`config.mk`:
```
export PLATFORM = sky130hd
export DESIGN_NAME = axi_req_arbiter
export DESIGN_NICKNAME = d
export VERILOG_FILES = /design/src/rtl/axi_req_arbiter.sv
export SDC_FILE = /design/constraint.sdc
export NUM_CORES = 1
export LEC_CHECK = 0
export CORE_MARGIN = 1.5
export CORE_UTILIZATION = 42
export DETAILED_ROUTE_END_ITERATION = 16
export PLACE_DENSITY = 0.84
export SLEW_MARGIN = 20
export SYNTH_ARGS = -nofsm -noshare
export SYNTH_HDL_FRONTEND = slang
export SYNTH_SLANG_ARGS = --single-unit
```
`constraint.sdc`:
```
create_clock -name clk -period 11.4 [get_ports clk]
set_clock_uncertainty 0.15 [all_clocks]
set_input_delay 1.14 -clock clk [delete_from_list [all_inputs] [get_ports clk]]
set_output_delay 1.14 -clock clk [all_outputs]
set_load 0.005 [all_outputs]
```
`src/rtl/axi_req_arbiter.sv`:
```
// rtl/axi_req_arbiter.sv - two-requester round-robin front end for the AXI user command port
// Optional ARB_TIMEOUT_EN: WAIT gives up after TIMEOUT_CYCLES and completes with err_o set.
module axi_req_arbiter #(
  parameter int ADDR_W         = 32,
  parameter int DATA_W         = 32,
  parameter int TIMEOUT_CYCLES = 64
) (
  input  logic                clk,
  input  logic                rst,
  input  logic [1:0]          req_i,
  input  logic [1:0]          we_i,
  input  logic [2*ADDR_W-1:0] addr_i,
  input  logic [2*DATA_W-1:0] wdata_i,
  output logic [1:0]          ack_o,
  output logic [1:0]          err_o,
  output logic [2*DATA_W-1:0] rdata_o,
  output logic                wr_en_o,
  output logic [ADDR_W-1:0]   wr_addr_o,
  output logic [DATA_W-1:0]   wr_data_o,
  output logic                rd_en_o,
  output logic [ADDR_W-1:0]   rd_addr_o,
  input  logic [DATA_W-1:0]   rd_data_i,
  input  logic                done_i
);

  typedef enum logic [1:0] {IDLE = 2'd0, ISSUE = 2'd1, WAIT = 2'd2} state_t;

  state_t              state_q;
  logic                owner_q;
  logic                we_q;
  logic                last_gnt_q;
  logic [1:0]          ack_q;
  logic [1:0]          err_q;
  logic [2*DATA_W-1:0] rdata_q;
  logic                wr_en_q;
  logic                rd_en_q;
  logic [ADDR_W-1:0]   wr_addr_q;
  logic [ADDR_W-1:0]   rd_addr_q;
  logic [DATA_W-1:0]   wr_data_q;

  logic [1:0]          elig_d;
  logic                gnt_vld_d;
  logic                gnt_idx_d;
  logic [ADDR_W-1:0]   gnt_addr_d;
  logic [DATA_W-1:0]   gnt_wdata_d;
  logic [DATA_W-1:0]   rd_fill_d;

`ifdef ARB_TIMEOUT_EN
  localparam int CNT_W = $clog2(TIMEOUT_CYCLES + 1);
  logic [CNT_W-1:0]    cnt_q;
`endif

  // A requester still high during its own ack cycle must not win again.
  always_comb begin
    elig_d      = req_i & ~ack_q;
    gnt_vld_d   = |elig_d;
    gnt_idx_d   = (elig_d == 2'b11) ? ~last_gnt_q : elig_d[1];
    gnt_addr_d  = gnt_idx_d ? addr_i[2*ADDR_W-1:ADDR_W] : addr_i[ADDR_W-1:0];
    gnt_wdata_d = gnt_idx_d ? wdata_i[2*DATA_W-1:DATA_W] : wdata_i[DATA_W-1:0];
    rd_fill_d   = done_i ? rd_data_i : '0;
  end

  always_ff @(posedge clk or posedge rst) begin
    if (rst) begin
      state_q    <= IDLE;
      owner_q    <= 1'b0;
      we_q       <= 1'b0;
      last_gnt_q <= 1'b1;
      ack_q      <= '0;
      err_q      <= '0;
      rdata_q    <= '0;
      wr_en_q    <= 1'b0;
      rd_en_q    <= 1'b0;
      wr_addr_q  <= '0;
      rd_addr_q  <= '0;
      wr_data_q  <= '0;
`ifdef ARB_TIMEOUT_EN
      cnt_q      <= '0;
`endif
    end else begin
      ack_q   <= '0;
      err_q   <= '0;
      wr_en_q <= 1'b0;
      rd_en_q <= 1'b0;
      case (state_q)
        IDLE: begin
          if (gnt_vld_d) begin
            owner_q <= gnt_idx_d;
            we_q    <= we_i[gnt_idx_d];
            if (we_i[gnt_idx_d]) begin
              wr_en_q   <= 1'b1;
              wr_addr_q <= gnt_addr_d;
              wr_data_q <= gnt_wdata_d;
            end else begin
              rd_en_q   <= 1'b1;
              rd_addr_q <= gnt_addr_d;
            end
            state_q <= ISSUE;
          end
        end
        ISSUE: begin
`ifdef ARB_TIMEOUT_EN
          cnt_q <= '0;
`endif
          state_q <= WAIT;
        end
        WAIT: begin
`ifdef ARB_TIMEOUT_EN
          if (done_i || cnt_q == CNT_W'(TIMEOUT_CYCLES - 1)) begin
            err_q[owner_q] <= ~done_i;
`else
          if (done_i) begin
`endif
            ack_q[owner_q] <= 1'b1;
            // Reads load the data (or zero on a forced completion); writes leave rdata alone.
            if (!we_q) begin
              if (owner_q) rdata_q[2*DATA_W-1:DATA_W] <= rd_fill_d;
              else         rdata_q[DATA_W-1:0]        <= rd_fill_d;
            end
            last_gnt_q <= owner_q;
            state_q    <= IDLE;
          end
`ifdef ARB_TIMEOUT_EN
          else begin
            cnt_q <= cnt_q + 1'b1;
          end
`endif
        end
        default: state_q <= IDLE;
      endcase
    end
  end

  assign ack_o     = ack_q;
  assign err_o     = err_q;
  assign rdata_o   = rdata_q;
  assign wr_en_o   = wr_en_q;
  assign wr_addr_o = wr_addr_q;
  assign wr_data_o = wr_data_q;
  assign rd_en_o   = rd_en_q;
  assign rd_addr_o = rd_addr_q;

endmodule
```
* After elaboration in Yosys (flattened, before gate mapping)
Cells that the tools add are included.
** Word-level totals
- Flip-flop bits (word level) :: 169
- Input port bits :: 167
- Word-level logic and storage cells :: 54
** Cells by class
- Magnitude comparators :: 3
- Eq/ne operators :: 5
- Mux-type cells :: 18
- Bitwise gates (word level) :: 6
- Reductions and logical operators :: 10
** Operators with widths (number)
- 32-bit 2-to-1 mux :: 2
- 1-bit 2-to-1 mux :: 10
- 2-bit 2-to-1 mux :: 4
- 4-bit AND reduction :: 2
- 2-bit one-hot mux with 3 select lines :: 1
- 2-bit AND reduction :: 3
- 3-bit AND reduction :: 2
- 2-bit equality test, second input constant :: 2
- 1-bit by 2-bit less-than comparator with 1-bit output, second input constant :: 2
- 2-bit inequality test, second input constant :: 2
- 1-bit inverter :: 4
- 2-bit bitwise AND :: 1
- 2-bit by 1-bit equality test with 1-bit output, second input constant :: 1
- 2-bit logical NOT :: 1
- 2-bit inverter :: 1
- 2-bit OR reduction :: 1
- 1-bit demux with 1-bit select :: 1
- 1-bit >= comparator, second input constant :: 1
- 1-bit logical AND :: 1

* Longest topological paths before layout
- Depth after elaboration :: 9
- Depth in mapped cells :: 7
- Mapped depth without buffers :: 5

* Least setup slack after synthesis
OpenSTA, ideal clock, no wires.
- Kind :: input to register
- From :: input port req_i[1]
- To :: register wr_addr_q[31] (netlist: wr_addr_o[31])
- Library setup time :: 0.128 ns
- Arrival time :: 2.246 ns
- Path slack :: 8.877 ns
- Cell stages on the path :: 6
- Path buffers :: 2
- Path through :: nor2b_4 -> a21bo_1 -> a21oi_2 -> buf_6 -> buf_6 -> mux2_1
** On the way
- Longest elaborated chain between the ends :: 6
- Elaborated cells on any way between the ends :: 8
- Classes of those cells :: eq/ne (1); mux (4); bitwise (1); reduce/logical (2)
** Ends and longest elaborated chain
- start: declaration :: RTL line 10 : input logic [1:0] req_i,
- 2-bit bitwise AND * :: RTL line 55 : elig_d = req_i & ~ack_q;
- 2-bit equality test :: RTL line 57 : gnt_idx_d = (elig_d == 2'b11) ? ~last_gnt_q : elig_d[1];
- 1-bit 2-to-1 mux :: RTL line 57
- 1-bit 2-to-1 mux (implied by the code) (2 in a row) :: RTL line 90 : if (we_i[gnt_idx_d]) begin
- 3-bit AND reduction (no source line)
- end signal: assignment :: RTL line 92 : wr_addr_q <= gnt_addr_d;
- end: declaration :: RTL line 37 : logic [ADDR_W-1:0] wr_addr_q;
Mark *: on every way between the ends. The rest lies on a longest branch, timed or not. The select of a mux whose other input is x is not followed.
A chain may end at the register's enable or synchronous reset.

* Worst setup path after layout
- From :: input port req_i[0]
- To :: register wr_addr_q[12] (netlist: wr_addr_o[12])
The elaborated chain is that of the path after synthesis.

==> flow_results.org <==
** Run status
- Result of the run :: complete, no violations

** Route
- The routed layout has 4972 vias.
- After the first detailed-routing iteration, the DRC count stood at 188.
- Wire length per cell :: 19.0 µm
- Antenna Violating Nets Remaining :: 0
- DRC violation count after routing :: 0
- For this block, the routed nets add up to 19200 µm of wire.
- The first detailed-routing pass ran for 4 iterations.
- Vias per inst :: 4.90

** Critical path
- At the worst endpoint, the arrival time is 3440 ps.
- Start-to-end type of the worst setup path :: input port to flip-flop
- Crit path launch type :: input port
- STA puts the critical path data required time at 11550 ps.
- Capturing element type of the critical path :: flip-flop
- CP max FO :: 65

** Synth
- Distinct cell type count after synthesis :: 26
- After synthesis, flip-flops and latches occupy 56.6% of the total area.
- Most area-consuming cells after synthesis :: sky130_fd_sc_hd__dfrtp_1, sky130_fd_sc_hd__mux2_2, sky130_fd_sc_hd__mux2_4
- The top cell type by area accounts for 56.2% of the synthesized area.
- Flops & latches, synth :: 169
- During synthesis, Yosys emitted a total of 0 warnings.
- In this run, synthesis inferred 0 flip-flops with an integrated enable.
- The cell area that synthesis handed to floorplanning was 0.00748 mm².
- Synth Flop Type :: sky130_fd_sc_hd__dfrtp_1
- Proportion of register bits with asynchronous set or reset after synthesis :: 100%
- In the synthesized netlist, the number of instances is 448.
- Most frequent cell after synthesis :: sky130_fd_sc_hd__dfrtp_1
- Cell taking the most area after synthesis :: sky130_fd_sc_hd__dfrtp_1
- Synth cell count leaders :: sky130_fd_sc_hd__dfrtp_1, sky130_fd_sc_hd__mux2_2, sky130_fd_sc_hd__mux2_4, sky130_fd_sc_hd__mux2_1, sky130_fd_sc_hd__buf_6
- In this run the mean area of a mapped cell was 16.7 µm².

** GRT
- Sum of overflow across all layers after global routing :: 0
- Entering global routing, the biggest net connects 87 pins.
- The initial antenna violation count came to 0.
- Global Route Usage Sum :: 21.2%
- Wire length of the first global-routing pass :: 29900 µm
- The via count of the first global-routing pass was 5503.

** Timing
- The number of slew-limit violations in the final report was 0.
- Worst Setup Slack, final :: 8110 ps
- Setup TNS Final :: 0 ps
- Highest Clock Rate :: 304 MHz
- Setup violations remaining at the end of the flow were counted as 0.
- The worst path in the final design needs a cycle of 3290 ps, including I/O delays and setup.
- Hold Vio Cnt, Final :: 0
- Unrepaired setup endpoints after global routing :: no
- The final critical path takes up 28.9% of the cycle.
- Transition time at the pin with the least slew margin :: 1020 ps
- Normalized max-slew margin :: 32.2%

** Power and ir drop
- For this design the total switching power over the nets is 0.000846 W.
- Sequential cell fraction of total power :: 36.3%
- Dividing total power by cell area gives a power density of 260 mW/mm².
- Across the VDD grid, the largest voltage drop is 184 µV.
- Combinational cells account for 44.8% of the total power.
- Internal power :: 0.00213 W
- The share of total power dissipated in the clock network is 19.0%.
- Summed over all cells, the static leakage comes to 4.90 nW.
- Net switching is 28.4% of the power.

** Layout
- After the last flow step, the layout net total stands at 944.
- Compared with the post-synthesis result, the final layout area differs by 53.2%.
- Diode count :: 0
- Final instance count without filler cells :: 1015
- Cells with a size suffix above 1 make up 29.5% of the layout.

** Floorplanning
- For this design the top-level I/O count stands at 333.
- For this configuration, the core starts out at a cell density of 43.1%.
- Number of placement rows :: 48
- Floorplan die area :: 0.0186 mm²
- Area of the core region :: 0.0174 mm²
- From bottom edge to top edge, the die measures 136 µm.
- The floorplan step set the die width to 136 µm.

** Clocking
- Clock-pin slew was measured on the worst setup and hold paths at 70 ps.
- Clock tree synthesis inserted a total of 17 buffers.
- Clock Tree Root :: sky130_fd_sc_hd__clkbuf_16
- TritonCTS built the clock tree.
- The clock passes through at most 2 buffers.
- Depth of the CTS H-tree :: 4
- Number of setup buffers added after CTS :: 0
- The clock drives 169 sinks.
- Insertion delay of the later-clocked pin in the worst-skew pair :: 420 ps
- Resize count post-CTS :: 0
- For this design, the CTS-stage hold fixing added 0 buffers.

** Placement
- Timing analysis after detailed placement gives a worst setup slack of 7680 ps.
- Placer's final routability congestion estimate :: 0.782
- Port buffering added 330 buffers.
- Inst Count DP :: 983
- The wire-length estimate of the detail-placed layout is 14100 µm.

** Worst hold path
- Worst hold path type :: flip-flop to flip-flop

** Flow run
- Max-cap violations in this run came to 0.
flip-flops by register name, summed over array words and instances, names as in the netlist, 2 cells and up:
register,flops
rdata_o,64
ack_o,2
wr_data_o,32
wr_addr_o,32
rd_addr_o,32
state_q,2
critical path, cell delays in order:
cell	delay (ps)
sky130_fd_sc_hd__clkdlybuf4s50_1	520
sky130_fd_sc_hd__nand3b_4	120
sky130_fd_sc_hd__a21bo_1	260
sky130_fd_sc_hd__a21oi_4	150
sky130_fd_sc_hd__buf_4	780
sky130_fd_sc_hd__mux2_2	420
cell usage in the layout (no fill, tap or decap):
cell / instances
sky130_fd_sc_hd__nor2b_1: 2
sky130_fd_sc_hd__inv_2: 1
sky130_fd_sc_hd__clkinv_8: 1
sky130_fd_sc_hd__conb_1: 2
sky130_fd_sc_hd__nand3_1: 2
sky130_fd_sc_hd__buf_4: 4
sky130_fd_sc_hd__inv_6: 6
sky130_fd_sc_hd__clkinvlp_4: 4
sky130_fd_sc_hd__clkdlybuf4s50_1: 330
sky130_fd_sc_hd__nor2_1: 4
sky130_fd_sc_hd__mux2_1: 39
sky130_fd_sc_hd__o21ai_4: 1
sky130_fd_sc_hd__nand2b_1: 1
sky130_fd_sc_hd__a21bo_1: 1
sky130_fd_sc_hd__nor3_4: 1
sky130_fd_sc_hd__mux2_2: 112
sky130_fd_sc_hd__clkbuf_16: 17
sky130_fd_sc_hd__inv_8: 3
sky130_fd_sc_hd__nand2_4: 1
sky130_fd_sc_hd__dfrtp_1: 168
sky130_fd_sc_hd__mux2_4: 73
sky130_fd_sc_hd__buf_6: 1
sky130_fd_sc_hd__o21ai_0: 2
sky130_fd_sc_hd__and3_4: 1
sky130_fd_sc_hd__nor2_2: 1
sky130_fd_sc_hd__bufinv_16: 1
sky130_fd_sc_hd__a21oi_4: 1
sky130_fd_sc_hd__nor2b_4: 1
sky130_fd_sc_hd__nand2_1: 4
sky130_fd_sc_hd__nand3b_4: 1
sky130_fd_sc_hd__inv_1: 2
sky130_fd_sc_hd__clkinv_2: 1
sky130_fd_sc_hd__dfstp_2: 1
per-stage QoR:
step	utilization, %	hold WS [ps]	instance area (µm²)	total power [W]
after floorplan	-	290	7480	0.00166
after global placement	62.6	311	10900	0.00237
after detailed placement	62.6	315	10900	0.00243
after CTS	66.0	325	11500	0.00302
after global routing	66.0	367	11500	0.00314
final	66.0	334	11500	0.00298
per-layer routing:
layer / part of all wire (%) / vias to the layer above / global-route usage [%]
li1: - / 2245 / -
met1: 37 / 2492 / 23.2
met2: 53 / 207 / 37.8
met3: 7.9 / 28 / 7.72
met4: 2.2 / 0 / 6.91
met5: 0 / - / 0
power groups by stage:
stage	Clock (W)	Combinational, W	Sequential, W
after floorplan	0	0.000580	0.00108
after global placement	0	0.00130	0.00107
after detailed placement	0	0.00134	0.00109
after CTS	0.000584	0.00135	0.00108
after global routing	0.000607	0.00142	0.00112
final	0.000565	0.00133	0.00108
logic make-up after synthesis:
group,share of synthesized area [%]
simple gates,1.66
compound gates,0.603
flops,56.6
buf+inv,3.70
other cells,0.0502
mux,37.4
final cells by class:
type | count | area [µm²]
Fill cell | 1210 | 5900
Timing Repair Buffer | 335 | 3340
Inverter | 4 | 20.0
Tap cell | 225 | 282
Clock buffer | 17 | 425
Clock inverter | 15 | 159
Sequential cell | 169 | 4230
Multi-Input combinational cell | 250 | 2990
worst paths after layout:
kind                                      end        from  slack [ps]  cells after the start
worst max-delay path            wr_addr_o[12]    req_i[0]        8110                      6
worst min-delay path               state_q[1]  state_q[1]         330                      1
worst max register to register  wr_addr_o[12]  last_gnt_q        8820                      5
worst min register to register     state_q[1]  state_q[1]         330                      1
max in group asynchronous          rdata_o[8]         rst        8770                      3
min in group asynchronous       wr_addr_o[28]         rst        1080                      2
No activity file was read; power rests on OpenSTA's default activity.
